===== src/rtl/pic_bus_master_if.sv =====
// Host-request, init-sequencer and 8259A bus signals of pic_bus_master.
// master: the initiator's view; slave: the host/PIC side (testbench).
interface pic_bus_master_if;
    logic       req_valid;
    logic       req_ready;
    logic       req_write;
    logic       req_a0;
    logic [7:0] req_data;
    logic       cmd_done;
    logic [7:0] rsp_data;
    logic       init_start;
    logic [7:0] icw1;
    logic [7:0] icw2;
    logic [7:0] icw3;
    logic [7:0] icw4;
    logic       init_busy;
    logic       init_done;
    logic       chip_select_bar;
    logic       write_bar;
    logic       read_bar;
    logic       A0;
    logic [7:0] data_out;
    logic       data_oe;
    logic [7:0] data_in;

    modport master (
        input  req_valid, req_write, req_a0, req_data,
        input  init_start, icw1, icw2, icw3, icw4, data_in,
        output req_ready, cmd_done, rsp_data, init_busy, init_done,
        output chip_select_bar, write_bar, read_bar, A0, data_out, data_oe
    );

    modport slave (
        output req_valid, req_write, req_a0, req_data,
        output init_start, icw1, icw2, icw3, icw4, data_in,
        input  req_ready, cmd_done, rsp_data, init_busy, init_done,
        input  chip_select_bar, write_bar, read_bar, A0, data_out, data_oe
    );
endinterface


===== src/rtl/pic_bus_master.sv =====
// CPU-side 8259A bus initiator: timed CS#/WR#/RD#/A0/data cycles for host requests.
// Define PIC_MASTER_INIT_SEQ_EN to include the ICW1..ICW4 init sequencer.
module pic_bus_master #(
    parameter int SETUP_CYCLES    = 1,
    parameter int STROBE_CYCLES   = 2,
    parameter int HOLD_CYCLES     = 1,
    parameter int RECOVERY_CYCLES = 1
) (
    input logic              clk,
    input logic              reset,
    pic_bus_master_if.master bus
);
    typedef enum logic [2:0] {IDLE, SETUP, STROBE, HOLD, RECOVER} state_e;

    state_e      state_q, state_d;
    logic [15:0] cnt_q, cnt_d;
    logic        wr_q, wr_d, a0_q, a0_d, init_q, init_d;
    logic [7:0]  dat_q, dat_d, rsp_q, rsp_d;
    logic        csb_q, csb_d, wrb_q, wrb_d, rdb_q, rdb_d, oe_q, oe_d;
    logic        done_q, done_d;
    logic        active_d;

`ifdef PIC_MASTER_INIT_SEQ_EN
    logic        busy_q, busy_d, idone_q, idone_d, more_q, more_d;
    logic [1:0]  word_q, word_d;
    logic [7:0]  icw1_q, icw1_d, icw2_q, icw2_d, icw3_q, icw3_d, icw4_q, icw4_d;
    logic [7:0]  word_data;

    always_comb begin
        unique case (word_q)
            2'd1:    word_data = icw2_q;
            2'd2:    word_data = icw3_q;
            default: word_data = icw4_q;
        endcase
    end

    assign bus.req_ready = (state_q == IDLE) & ~busy_q & ~bus.init_start & ~reset;
    assign bus.init_busy = busy_q;
    assign bus.init_done = idone_q;
`else
    assign bus.req_ready = (state_q == IDLE) & ~reset;
    assign bus.init_busy = 1'b0;
    assign bus.init_done = 1'b0;
`endif

    always_comb begin
        state_d = state_q;
        cnt_d   = cnt_q;
        wr_d    = wr_q;
        a0_d    = a0_q;
        dat_d   = dat_q;
        init_d  = init_q;
        rsp_d   = rsp_q;
        done_d  = 1'b0;
`ifdef PIC_MASTER_INIT_SEQ_EN
        busy_d  = busy_q;
        idone_d = 1'b0;
        more_d  = more_q;
        word_d  = word_q;
        icw1_d  = icw1_q;
        icw2_d  = icw2_q;
        icw3_d  = icw3_q;
        icw4_d  = icw4_q;
`endif
        unique case (state_q)
            IDLE: begin
                cnt_d = '0;
                if (bus.req_valid && bus.req_ready) begin
                    state_d = SETUP;
                    wr_d    = bus.req_write;
                    a0_d    = bus.req_a0;
                    dat_d   = bus.req_data;
                    init_d  = 1'b0;
                end
`ifdef PIC_MASTER_INIT_SEQ_EN
                else if (bus.init_start && !busy_q) begin
                    // ICW1 goes out straight away; bit4 marks it as ICW1 to the PIC
                    icw1_d  = bus.icw1;
                    icw2_d  = bus.icw2;
                    icw3_d  = bus.icw3;
                    icw4_d  = bus.icw4;
                    busy_d  = 1'b1;
                    more_d  = 1'b0;
                    word_d  = 2'd0;
                    state_d = SETUP;
                    wr_d    = 1'b1;
                    a0_d    = 1'b0;
                    dat_d   = bus.icw1 | 8'h10;
                    init_d  = 1'b1;
                end else if (busy_q && more_q) begin
                    more_d  = 1'b0;
                    state_d = SETUP;
                    wr_d    = 1'b1;
                    a0_d    = 1'b1;
                    dat_d   = word_data;
                    init_d  = 1'b1;
                end
`endif
            end
            SETUP: begin
                if (cnt_q == 16'(SETUP_CYCLES - 1)) begin
                    state_d = STROBE;
                    cnt_d   = '0;
                end else begin
                    cnt_d = cnt_q + 16'd1;
                end
            end
            STROBE: begin
                if (cnt_q == 16'(STROBE_CYCLES - 1)) begin
                    state_d = HOLD;
                    cnt_d   = '0;
                    if (!wr_q) rsp_d = bus.data_in;
                end else begin
                    cnt_d = cnt_q + 16'd1;
                end
            end
            HOLD: begin
                if (cnt_q == 16'(HOLD_CYCLES - 1)) begin
                    state_d = (RECOVERY_CYCLES == 0) ? IDLE : RECOVER;
                    cnt_d   = '0;
                    if (!init_q) done_d = 1'b1;
`ifdef PIC_MASTER_INIT_SEQ_EN
                    // Pick the next ICW: ICW3 only when cascaded, ICW4 only when requested
                    else begin
                        more_d = 1'b1;
                        unique case (word_q)
                            2'd0: word_d = 2'd1;
                            2'd1: begin
                                if (!icw1_q[1])     word_d = 2'd2;
                                else if (icw1_q[0]) word_d = 2'd3;
                                else begin more_d = 1'b0; idone_d = 1'b1; end
                            end
                            2'd2: begin
                                if (icw1_q[0]) word_d = 2'd3;
                                else begin more_d = 1'b0; idone_d = 1'b1; end
                            end
                            default: begin more_d = 1'b0; idone_d = 1'b1; end
                        endcase
                    end
`endif
                end else begin
                    cnt_d = cnt_q + 16'd1;
                end
            end
            RECOVER: begin
                if (cnt_q == 16'(RECOVERY_CYCLES - 1)) begin
                    state_d = IDLE;
                    cnt_d   = '0;
                end else begin
                    cnt_d = cnt_q + 16'd1;
                end
            end
            default: state_d = IDLE;
        endcase
`ifdef PIC_MASTER_INIT_SEQ_EN
        if (idone_q) busy_d = 1'b0;
`endif
        active_d = (state_d == SETUP) || (state_d == STROBE) || (state_d == HOLD);
        csb_d    = ~active_d;
        wrb_d    = ~((state_d == STROBE) && wr_d);
        rdb_d    = ~((state_d == STROBE) && !wr_d);
        oe_d     = active_d && wr_d;
    end

    always_ff @(posedge clk or posedge reset) begin
        if (reset) begin
            state_q <= IDLE;
            cnt_q   <= '0;
            wr_q    <= 1'b0;
            a0_q    <= 1'b0;
            dat_q   <= '0;
            init_q  <= 1'b0;
            rsp_q   <= '0;
            done_q  <= 1'b0;
            csb_q   <= 1'b1;
            wrb_q   <= 1'b1;
            rdb_q   <= 1'b1;
            oe_q    <= 1'b0;
`ifdef PIC_MASTER_INIT_SEQ_EN
            busy_q  <= 1'b0;
            idone_q <= 1'b0;
            more_q  <= 1'b0;
            word_q  <= '0;
            icw1_q  <= '0;
            icw2_q  <= '0;
            icw3_q  <= '0;
            icw4_q  <= '0;
`endif
        end else begin
            state_q <= state_d;
            cnt_q   <= cnt_d;
            wr_q    <= wr_d;
            a0_q    <= a0_d;
            dat_q   <= dat_d;
            init_q  <= init_d;
            rsp_q   <= rsp_d;
            done_q  <= done_d;
            csb_q   <= csb_d;
            wrb_q   <= wrb_d;
            rdb_q   <= rdb_d;
            oe_q    <= oe_d;
`ifdef PIC_MASTER_INIT_SEQ_EN
            busy_q  <= busy_d;
            idone_q <= idone_d;
            more_q  <= more_d;
            word_q  <= word_d;
            icw1_q  <= icw1_d;
            icw2_q  <= icw2_d;
            icw3_q  <= icw3_d;
            icw4_q  <= icw4_d;
`endif
        end
    end

    assign bus.chip_select_bar = csb_q;
    assign bus.write_bar       = wrb_q;
    assign bus.read_bar        = rdb_q;
    assign bus.A0              = a0_q;
    assign bus.data_out        = dat_q;
    assign bus.data_oe         = oe_q;
    assign bus.cmd_done        = done_q;
    assign bus.rsp_data        = rsp_q;
endmodule


===== src/flat_wrapper.sv =====
// flat-port wrapper written by rule: the top's interface ports become plain ports
module pic_bus_master_flat 
#(
    parameter int SETUP_CYCLES    = 1,
    parameter int STROBE_CYCLES   = 2,
    parameter int HOLD_CYCLES     = 1,
    parameter int RECOVERY_CYCLES = 1
)
  (clk, reset, bus_req_valid, bus_req_write, bus_req_a0, bus_req_data, bus_init_start, bus_icw1, bus_icw2, bus_icw3, bus_icw4, bus_data_in, bus_req_ready, bus_cmd_done, bus_rsp_data, bus_init_busy, bus_init_done, bus_chip_select_bar, bus_write_bar, bus_read_bar, bus_A0, bus_data_out, bus_data_oe);
  pic_bus_master_if bus_i ();
  input logic clk;
  input logic reset;
  input wire logic [$bits(bus_i.req_valid)-1:0] bus_req_valid;
  input wire logic [$bits(bus_i.req_write)-1:0] bus_req_write;
  input wire logic [$bits(bus_i.req_a0)-1:0] bus_req_a0;
  input wire logic [$bits(bus_i.req_data)-1:0] bus_req_data;
  input wire logic [$bits(bus_i.init_start)-1:0] bus_init_start;
  input wire logic [$bits(bus_i.icw1)-1:0] bus_icw1;
  input wire logic [$bits(bus_i.icw2)-1:0] bus_icw2;
  input wire logic [$bits(bus_i.icw3)-1:0] bus_icw3;
  input wire logic [$bits(bus_i.icw4)-1:0] bus_icw4;
  input wire logic [$bits(bus_i.data_in)-1:0] bus_data_in;
  output wire logic [$bits(bus_i.req_ready)-1:0] bus_req_ready;
  output wire logic [$bits(bus_i.cmd_done)-1:0] bus_cmd_done;
  output wire logic [$bits(bus_i.rsp_data)-1:0] bus_rsp_data;
  output wire logic [$bits(bus_i.init_busy)-1:0] bus_init_busy;
  output wire logic [$bits(bus_i.init_done)-1:0] bus_init_done;
  output wire logic [$bits(bus_i.chip_select_bar)-1:0] bus_chip_select_bar;
  output wire logic [$bits(bus_i.write_bar)-1:0] bus_write_bar;
  output wire logic [$bits(bus_i.read_bar)-1:0] bus_read_bar;
  output wire logic [$bits(bus_i.A0)-1:0] bus_A0;
  output wire logic [$bits(bus_i.data_out)-1:0] bus_data_out;
  output wire logic [$bits(bus_i.data_oe)-1:0] bus_data_oe;
  assign bus_i.req_valid = bus_req_valid;
  assign bus_i.req_write = bus_req_write;
  assign bus_i.req_a0 = bus_req_a0;
  assign bus_i.req_data = bus_req_data;
  assign bus_i.init_start = bus_init_start;
  assign bus_i.icw1 = bus_icw1;
  assign bus_i.icw2 = bus_icw2;
  assign bus_i.icw3 = bus_icw3;
  assign bus_i.icw4 = bus_icw4;
  assign bus_i.data_in = bus_data_in;
  assign bus_req_ready = bus_i.req_ready;
  assign bus_cmd_done = bus_i.cmd_done;
  assign bus_rsp_data = bus_i.rsp_data;
  assign bus_init_busy = bus_i.init_busy;
  assign bus_init_done = bus_i.init_done;
  assign bus_chip_select_bar = bus_i.chip_select_bar;
  assign bus_write_bar = bus_i.write_bar;
  assign bus_read_bar = bus_i.read_bar;
  assign bus_A0 = bus_i.A0;
  assign bus_data_out = bus_i.data_out;
  assign bus_data_oe = bus_i.data_oe;
  pic_bus_master #(.SETUP_CYCLES(SETUP_CYCLES), .STROBE_CYCLES(STROBE_CYCLES), .HOLD_CYCLES(HOLD_CYCLES), .RECOVERY_CYCLES(RECOVERY_CYCLES)) u_core (.clk(clk), .reset(reset), .bus(bus_i));
endmodule

===== config.mk =====
export PLATFORM = sky130hd
export DESIGN_NAME = pic_bus_master_flat
export DESIGN_NICKNAME = d
export VERILOG_FILES = /design/src/rtl/pic_bus_master_if.sv /design/src/rtl/pic_bus_master.sv /design/src/flat_wrapper.sv
export SDC_FILE = /design/constraint.sdc
export NUM_CORES = 1
export LEC_CHECK = 0
export CELL_PAD_IN_SITES_DETAIL_PLACEMENT = 1
export CELL_PAD_IN_SITES_GLOBAL_PLACEMENT = 1
export CORE_MARGIN = 5
export CORE_UTILIZATION = 30
export DETAILED_ROUTE_END_ITERATION = 12
export GPL_ROUTABILITY_DRIVEN = 0
export HOLD_SLACK_MARGIN = 0.02
export PLACE_DENSITY = 0.74
export SLEW_MARGIN = 15
export SYNTH_ARGS = -nofsm -noshare
export SYNTH_HDL_FRONTEND = slang
export SYNTH_SLANG_ARGS = --single-unit

===== constraint.sdc =====
create_clock -name clk -period 2.3 [get_ports clk]
set_clock_uncertainty 0.1 [all_clocks]
set_input_delay 0.23 -clock clk [delete_from_list [all_inputs] [get_ports clk]]
set_output_delay 0.23 -clock clk [all_outputs]
set_load 0.02 [all_outputs]

==> results.txt <==
The run finished with clean final reports. Summing every instance area after synthesis gives 0.001993 sq mm. The run gives 0 as the sum of overflow across all layers after global routing.

The tools report the number of max-capacitance violations reported as 0. On the critical path the largest part of the delay comes from simple AND/OR/NAND/NOR gates. TritonCTS built the clock tree. The total of buffers placed on input and output ports is 43. The floorplan step defined a die boundary enclosing 0.008374 sq mm. The final cycle utilization of the critical path came out at 0.9402. For the pin with the worst max-slew slack, the measured transition is 0.5031 ns. The average wire per standard cell works out to 15.01 microns. The top-level port count was 79; the count of different cell masters after synthesis was 39.

The final count of pins violating max slew was 0. For the worst setup path, the data required time is 2.38 ns. For the total chip power, the log shows 3337 uW. The floorplan has 29 rows. The maximum vdd drop is 0.5387 mV, and the overall die width is 91.51 microns. The worst register-to-register path ends at u_core.state_q[1].

The core area was 0.006422 sq mm; the largest fanout on the critical path was 5. The final net count was 292. The logs give 462.5 MHz for the maximum frequency from static timing analysis and 1531 for the via count.

The logs give 2 for the H-tree depth and 0 ns for the sum of negative setup slack. The number of antenna diodes in the final layout is 0. For the proportion of synthesized chip area in sequential cells, the log shows 0.5292. After synthesis the netlist holds a flip-flop and latch count of 42. In this run the worst hold path is classified as in2async. The effective utilization at floorplan was 0.3103; the count of routing violations after the opening detailed-route iteration was 38. The proportion of layout cells with a drive suffix above 1 is 0.2458. The worst setup path is of the reg2reg kind. The mean cell area of the mapped netlist is 11.39 sq um, and the final critical path time including I/O delays and setup is 2.162 ns.

Measured in cells, the most critical reg-to-reg path has a length of 6. Cell area power density: 1199 mW/mm^2. The clock passes through at most 2 buffers. The initial antenna violation count is 0, and the global-route total usage across every layer is 0.1187. In this run, synthesis inferred 0 flip-flops with an integrated enable.

The area added between synthesis and finish was 39.67%. The largest single stage delay on the critical path is 0.47 ns. For this run, the leading register cell type out of synthesis is sky130_fd_sc_hd__dfrtp_1. The signal on the critical path passes through inv_1, ha_1, or3b_2, or4_1, o21ai_0, a21oi_1. Across all register-to-register paths, the minimum setup slack is 0.14 ns. Buffers inserted during clock tree synthesis total 5. The number of buffer and inverter stages on the critical path is 1. From bottom edge to top edge, the die measures 91.51 microns. The relative slew slack is 0.6643. For this run, design rule violations remaining after detail routing come to 0. The tools report the count of antenna-violating nets left after detailed routing as 0.

The post-DP HPWL was 3542 microns. The cell sitting at the root of the clock tree is a sky130_fd_sc_hd__clkbuf_8. Critical path capture point type: a flop.

In the synthesized netlist, the number of instances is 175. The via count of the first global-routing pass is 1604. Wires add up to 4698 microns. Async set or reset register ratio after synthesis: 1.000. The first detailed-routing pass ran for 4 iterations.

For the endpoint arrival time on the critical path, the log shows 2.24 ns. The later pin in the worst-skew pair is clocked with a latency of 0.30 ns. Dividing the detail-routed via count by the number of cells gives 4.891. Wire length of the first global-routing pass: 7948 microns.

The worst setup path is launched from a flop. The worst register-to-register path begins at u_core.cnt_q[0]. Clock-pin slew was measured on the worst setup and hold paths at 0.08 ns. Setup repair after global routing left no endpoint under its margin. The tree built by TritonCTS fans out to 42 sinks. For the leakage power, the log shows 0.001180 uW. Yosys warning count: 0. The largest individual stage delay along the critical path comes from the cell sky130_fd_sc_hd__or4_1. Setup violations remaining at the end of the flow were counted as 0. The final-report hold violation count was 0. Entering global routing, the biggest net connects 32 pins.
## sequential cells by signal (all words and copies together), names as in the netlist
name	cells
u_core.bus.data_oe	1
u_core.wr_q	1
u_core.bus.read_bar	1
u_core.bus.data_out	8
u_core.bus.write_bar	1
u_core.bus.rsp_data	8
u_core.bus.A0	1
u_core.bus.chip_select_bar	1
u_core.cnt_q	16
u_core.bus.cmd_done	1
u_core.state_q	3
## layout by cell type, fill, tap and decap left out, types with 4 or more instances in the layout
| master | instances |
|---|---|
| sky130_fd_sc_hd__clkdlybuf4s50_1 | 42 |
| sky130_fd_sc_hd__dfrtp_1 | 39 |
| sky130_fd_sc_hd__mux2_2 | 18 |
| sky130_fd_sc_hd__buf_4 | 14 |
| sky130_fd_sc_hd__nor2_1 | 13 |
| sky130_fd_sc_hd__nand2_1 | 11 |
| sky130_fd_sc_hd__a21oi_1 | 9 |
| sky130_fd_sc_hd__nand3_1 | 8 |
| sky130_fd_sc_hd__o21ai_0 | 8 |
| sky130_fd_sc_hd__inv_1 | 7 |
| sky130_fd_sc_hd__or3_1 | 6 |
| sky130_fd_sc_hd__clkbuf_8 | 6 |
| sky130_fd_sc_hd__xnor2_1 | 5 |
| sky130_fd_sc_hd__or4_4 | 4 |
## how the worst max path moves through the flow
stage | from | end | slack (ns) | cells past startpoint
detailed placement | u_core.cnt_q[1] | u_core.cnt_q[12] | 0.14 | 7
CTS | u_core.state_q[0] | bus_req_ready | 0.02 | 3
global route | u_core.cnt_q[0] | u_core.state_q[1] | 0.03 | 6
global placement | u_core.cnt_q[1] | u_core.cnt_q[0] | 0.13 | 7
finish | u_core.cnt_q[0] | u_core.state_q[1] | 0.14 | 6
floorplan | u_core.cnt_q[6] | u_core.cnt_q[11] | 0.24 | 5
## logic make-up after synthesis
family	Yosys count	synth area share
buffers and inverters	14	0.03516
DFF	42	0.5292
muxes	18	0.1017
other	1	0.001881
and+or+nand+nor	63	0.2003
xor gates and xnor gates	8	0.03516
AOI/OAI and AO/OA	26	0.07784
adders and majority gates	3	0.01883
## what timing repair did
item / 4_1_cts / 5_1_grt
setup endpoints to repair: 0 / 16
resized for setup: 0 / 2
buffers inserted: 0 / 0
hold buffers: 0 / 0
endpoints found under the hold margin: 0 / 0
## worst register-to-register path, cell delays in order (launching register included)
cell and delay, ns:
sky130_fd_sc_hd__dfrtp_1 0.44, sky130_fd_sc_hd__inv_1 0.10, sky130_fd_sc_hd__ha_1 0.16, sky130_fd_sc_hd__or3b_2 0.46
sky130_fd_sc_hd__or4_1 0.47, sky130_fd_sc_hd__o21ai_0 0.22, sky130_fd_sc_hd__a21oi_1 0.09
## per-layer routing
metal / track usage / up-vias / wire [microns]
met5: 0 / - / 0
met4: 0.04523 / 0 / 63
met3: 0.02810 / 8 / 205
met2: 0.2033 / 27 / 2375
met1: 0.1438 / 755 / 2052
li1: - / 741 / -
## where the power goes
group	leakage (uW)	switching, uW	internal [uW]
Combinational	0.000577	737	760
Sequential	0.000532	123	987
Clock	0.0000714	267	463
Total	0.00118	1130	2210
## per-stage QoR
step                instance area (sq um)  hold slack (ns)  setup slack, ns  instances    util
finish                               2784           0.2111           0.1376        313  0.4335
global route                         2784           0.2704          0.03368        313  0.4335
CTS                                  2774           0.2201          0.01619        313  0.4319
detailed placement                   2631           0.3963           0.1361        305  0.4097
global placement                     2631           0.3846           0.1297        305  0.4097
floorplan                            2003           0.2804           0.2416        176       -
## cell usage after synthesis, types with 3 or more instances
| cell type | instances | share of area |
|---|---|---|
| sky130_fd_sc_hd__dfstp_2 | 3 | 0.040 |
| sky130_fd_sc_hd__mux2_2 | 18 | 0.10 |
| sky130_fd_sc_hd__xor2_1 | 3 | 0.013 |
| sky130_fd_sc_hd__inv_1 | 7 | 0.013 |
| sky130_fd_sc_hd__or4_4 | 4 | 0.023 |
| sky130_fd_sc_hd__ha_1 | 3 | 0.019 |
| sky130_fd_sc_hd__xnor2_1 | 5 | 0.022 |
| sky130_fd_sc_hd__nand2_1 | 11 | 0.021 |
| sky130_fd_sc_hd__or4_1 | 3 | 0.011 |
| sky130_fd_sc_hd__dfrtp_1 | 39 | 0.49 |
| sky130_fd_sc_hd__nor4_1 | 3 | 0.0094 |
| sky130_fd_sc_hd__nand3_1 | 8 | 0.020 |
| sky130_fd_sc_hd__or3_1 | 6 | 0.019 |
| sky130_fd_sc_hd__nor2_1 | 13 | 0.024 |
| sky130_fd_sc_hd__nor3_1 | 3 | 0.0075 |
| sky130_fd_sc_hd__o21ai_0 | 8 | 0.020 |
| sky130_fd_sc_hd__a21oi_1 | 9 | 0.023 |
## cell type report
cell class              instances  area, sq um
flip-flops and latches         42         1055
well taps                      77        96.34
repair buffers                 59        578.1
clock inverters                 2        60.06
clock buffers                   6        82.58
inverters                       7        26.28
multi-input cells             120        885.9
fillers                       699         3638
No activity file was read; power rests on OpenSTA's default activity.
==> variant 1, RTL diff (same flow settings) <==
`HOLD_CYCLES` is set to 1 in 2 places; all go to 0.
--- a/src/rtl/pic_bus_master.sv
+++ b/src/rtl/pic_bus_master.sv
@@ -3,7 +3,7 @@
 module pic_bus_master #(
     parameter int SETUP_CYCLES    = 1,
     parameter int STROBE_CYCLES   = 2,
-    parameter int HOLD_CYCLES     = 1,
+    parameter int HOLD_CYCLES     = 0,
     parameter int RECOVERY_CYCLES = 1
 ) (
     input logic              clk,
--- a/src/flat_wrapper.sv
+++ b/src/flat_wrapper.sv
@@ -3,7 +3,7 @@
 #(
     parameter int SETUP_CYCLES    = 1,
     parameter int STROBE_CYCLES   = 2,
-    parameter int HOLD_CYCLES     = 1,
+    parameter int HOLD_CYCLES     = 0,
     parameter int RECOVERY_CYCLES = 1
 )
   (clk, reset, bus_req_valid, bus_req_write, bus_req_a0, bus_req_data, bus_init_start, bus_icw1, bus_icw2, bus_icw3, bus_icw4, bus_data_in, bus_req_ready, bus_cmd_done, bus_rsp_data, bus_init_busy, bus_init_done, bus_chip_select_bar, bus_write_bar, bus_read_bar, bus_A0, bus_data_out, bus_data_oe);
Check against the original RTL: not equivalent (Yosys sat finds a counterexample within 10 cycles, from zero or initial values and one cycle with reset high).
==> variant 1 against the original RTL <==
The flow now finishes with violations (setup timing). Final area is 13% higher. Final cell count increased by 11%. Setup slack worse by 0.41 ns. Wire length up 29%. Sequential cell count unchanged. Area after synthesis increased by 0.69%. Sequential share of layout area is 4.5 points lower. Global-route usage increased by 1.9 points. Critical endpoint is now u_core.cnt_q[5]. Largest cell class is now multi-input gates.
Power is not compared: it rests on default switching activity, and its combinational part moved more than twofold at a synthesized area within 25%.
==> variant 1: results (changes against the original RTL) <==
Setup Buffers After CTS - 2 (+2)
DR vias/cell - 4.91 (+0.28%)
Outcome - complete, but fails checks
Drt initial violations - 74 (+95%)
Hold Slack - 0.180 ns (-0.0308 ns)
Synth Area in Compound Gates - 0.0511 (-0.0267)
Tightest Pin Transition - 0.509 ns (+0.00555 ns)
Final setup margin - -0.276 ns (-0.414 ns)
Share of layout cells above drive strength 1 - 0.384 (+0.138)
Post-Synth Adder-Cell Area - 0.0187 (-0.000129)
Mux contribution to synthesized area - 0.108 (+0.00616)
Failing checks - setup timing
Number of nets in the layout - 327 (+12%)
Crit Path Max Fanout - 7 (+2)
Setup_tns - -5.02 ns (-5.02 ns)
Vias in the first global route - 1840 (+15%)
Post-DP HPWL - 4000 um (+13%)
Post-CTS Resized - 22 (+22)
WP data arrival - 2.67 ns (+0.43 ns)
Register area share after synthesis - 0.526 (-0.00363)
Area post-placement - 2810 um2 (+6.9%)
Worst r2r path cells - 9 (+3)
Post-Synth XOR/XNOR Area - 0.0567 (+0.0216)
Post-synth top area share - 0.486 (-0.00336)
GRT Resource Usage Total - 0.138 (+0.0191)
DRT Wirelength - 6060 um (+29%)
Final setup vio count - 25 (+25)
R2R Path End - u_core.cnt_q[5]
Layout fillers - 682 (-2.4%)
Top cells by area, synth - dfrtp_1 (49%), mux2_2 (9.5%), nor2_1 (4.3%), dfstp_2 (3.9%), xnor2_1 (3.1%)
First-pass GRT wire length - 9360 um (+18%)
variant 1: metal layers:
layer / vias to the layer above / global-route usage / wire (um)
met3: 6 / 0.0319 / 240
met1: 858 / 0.172 / 2550
li1: 804 / - / -
met4: 0 / 0.0297 / 70
met2: 39 / 0.243 / 3200
met5: - / 0 / 0
variant 1: layout make-up:
| cell class | instances | share of cell area |
|---|---|---|
| Multi-Input combinational cell | 125 | 0.338 |
| Sequential cell | 42 | 0.334 |
| Timing Repair Buffer | 89 | 0.254 |
| Tap cell | 77 | 0.0305 |
| Clock buffer | 6 | 0.0230 |
| Clock inverter | 2 | 0.0119 |
| Inverter | 7 | 0.00832 |
variant 1: worst max-delay path: stages (launching register included):
cell and delay (ns):
dfrtp_1 0.45, inv_1 0.19, ha_4 0.16, or4b_4 0.49
nor4_4 0.18, buf_4 0.18, nand3_1 0.13, a211oi_4 0.34
buf_6 0.19, nor2_1 0.05
==> variant 2, RTL diff (same flow settings) <==
Without the edit above. Take the reset off `dat_q` and load it in a clocked block of its own.
--- a/src/rtl/pic_bus_master.sv
+++ b/src/rtl/pic_bus_master.sv
@@ -168,7 +168,6 @@
             cnt_q   <= '0;
             wr_q    <= 1'b0;
             a0_q    <= 1'b0;
-            dat_q   <= '0;
             init_q  <= 1'b0;
             rsp_q   <= '0;
             done_q  <= 1'b0;
@@ -191,7 +190,6 @@
             cnt_q   <= cnt_d;
             wr_q    <= wr_d;
             a0_q    <= a0_d;
-            dat_q   <= dat_d;
             init_q  <= init_d;
             rsp_q   <= rsp_d;
             done_q  <= done_d;
@@ -210,6 +208,10 @@
             icw4_q  <= icw4_d;
 `endif
         end
+    end
+
+    always_ff @(posedge clk) begin
+        dat_q <= dat_d;
     end
 
     assign bus.chip_select_bar = csb_q;
Behaviour: differs if reset is asserted again (counterexample within 4 cycles, from zero or initial values and one cycle with reset high); with reset held inactive, the same outputs for 10 cycles.
==> variant 2 against the original RTL <==
Sequential cell count stayed put. Sequential power is 6% lower. Core utilization is 2.6 points higher. Clock power is 16% lower. Setup slack worse by 0.11 ns. Area after synthesis is 1.0% higher. First-iteration DRC count is 18% lower. Count of clock-buffer cells in the layout is 1 higher. Critical endpoint is now u_core.bus.rsp_data[1]. Sequential share of layout area is 0.78 points lower. Final area is 6.0% higher. Wire length is 10% higher. Power is 5.5% lower.
==> variant 2: results (changes against the original RTL) <==
Leak - 1.21 nW (+2.6%)
Crit Path Max Fanout - 8 (+3)
Vias in the first global route - 1700 (+6.0%)
DR WL/cell - 15.9 um (+5.8%)
Post-DP HPWL - 3830 um (+8.2%)
WP data arrival - 2.35 ns (+0.11 ns)
Top cells by area, synth - dfrtp_1 (39%), edfxtp_1 (12%), mux2_4 (6.0%), dfstp_2 (3.9%), nor2_1 (2.8%)
Layout fillers - 689 (-1.4%)
DR vias/cell - 4.94 (+0.97%)
CP max-delay cell - or4_4
First-pass GRT wire length - 8440 um (+6.2%)
Hold Slack - 0.275 ns (+0.0637 ns)
Sw frac - 0.338 (+0.000678)
Clock network power - 0.000613 W (-16%)
EDFF count, synth - 8 (+8)
Drt initial violations - 31 (-18%)
Reg2Reg Launch Point - u_core.cnt_q[14]
Combinational Power Share - 0.476 (+0.027)
Top cells by count, synth - dfrtp_1 (31), nor2_1 (15), nand2_1 (12)
Register area share after synthesis - 0.544 (+0.0146)
Met1 wire length - 2330 um (+14%)
Drt pass-1 iters - 4 (unchanged)
DR WL met3 - 65 um (-68%)
Tightest Pin Transition - 0.584 ns (+0.0811 ns)
Yosys cell types - 46 (+18%)
Top delay family on crit path - simple AND/OR/NAND/NOR gates
GR met3 Demand/Resource - 0.0131 (-0.0150)
Worst setup startpoint - u_core.cnt_q[14]
Share of flip-flops with an asynchronous set or reset - 0.810 (-0.190)
Reg clk slew, reported paths - 0.08 ns (about the same)
DP Cell Count - 312 (+2.3%)
Peak VDD IR - 0.000556 V (+3.2%)
Reg2reg setup slack - 0.03 ns (-0.11 ns)
GRT Resource Usage Total - 0.124 (+0.00566)
Outcome - finished clean
Met2 Use GR - 0.214 (+0.0108)
Worst r2r path cells - 5 (-1)
Largest net degree at the start of global routing - 24 (-25%)
Routed wire length on met2 - 2690 um (+13%)
Crit-path max cell delay - 0.58 ns (+0.11 ns)
CP endpoint - u_core.bus.rsp_data[1]
Post-CTS Resized - 1 (+1)
Yosys warns - 0 (unchanged)
Area post-placement - 2750 um2 (+4.4%)
Share of layout cells above drive strength 1 - 0.265 (+0.0193)
Cells after Synth - 173 (-1.1%)
variant 2: per-stage QoR:
step	power [W]	setup TNS (ns)	setup slack, ns	utilization
after detailed placement	0.00249	-0.573	-0.0796	0.428
after global placement	0.00245	0	0.00610	0.428
after global routing	0.00335	-0.0600	-0.0285	0.459
after floorplan	0.00185	0	0.108	-
final	0.00315	0	0.0308	0.459
after CTS	0.00312	-0.0102	-0.00693	0.447
variant 2: kinds of logic (layout without fill, tap and decap cells):
kind of cell	count (synthesis)	count (layout)	share of synthesized area
fa+ha+maj	3	3	0.0186
other cells	1	2	0.00186
buf+inv	13	88	0.0336
simple gates	66	66	0.192
xor+xnor	9	9	0.0392
flops	42	42	0.544
compound gates	28	28	0.0951
mux	11	11	0.0758
variant 2: cell type report:
cell class / instances / share of cell area
multi-input combinational: 119 / 0.307
clock buffer: 7 / 0.0293
sequential: 42 / 0.371
clock inverter: 1 / 0.0102
tap: 77 / 0.0327
inverter: 4 / 0.00509
timing repair buffer: 76 / 0.245
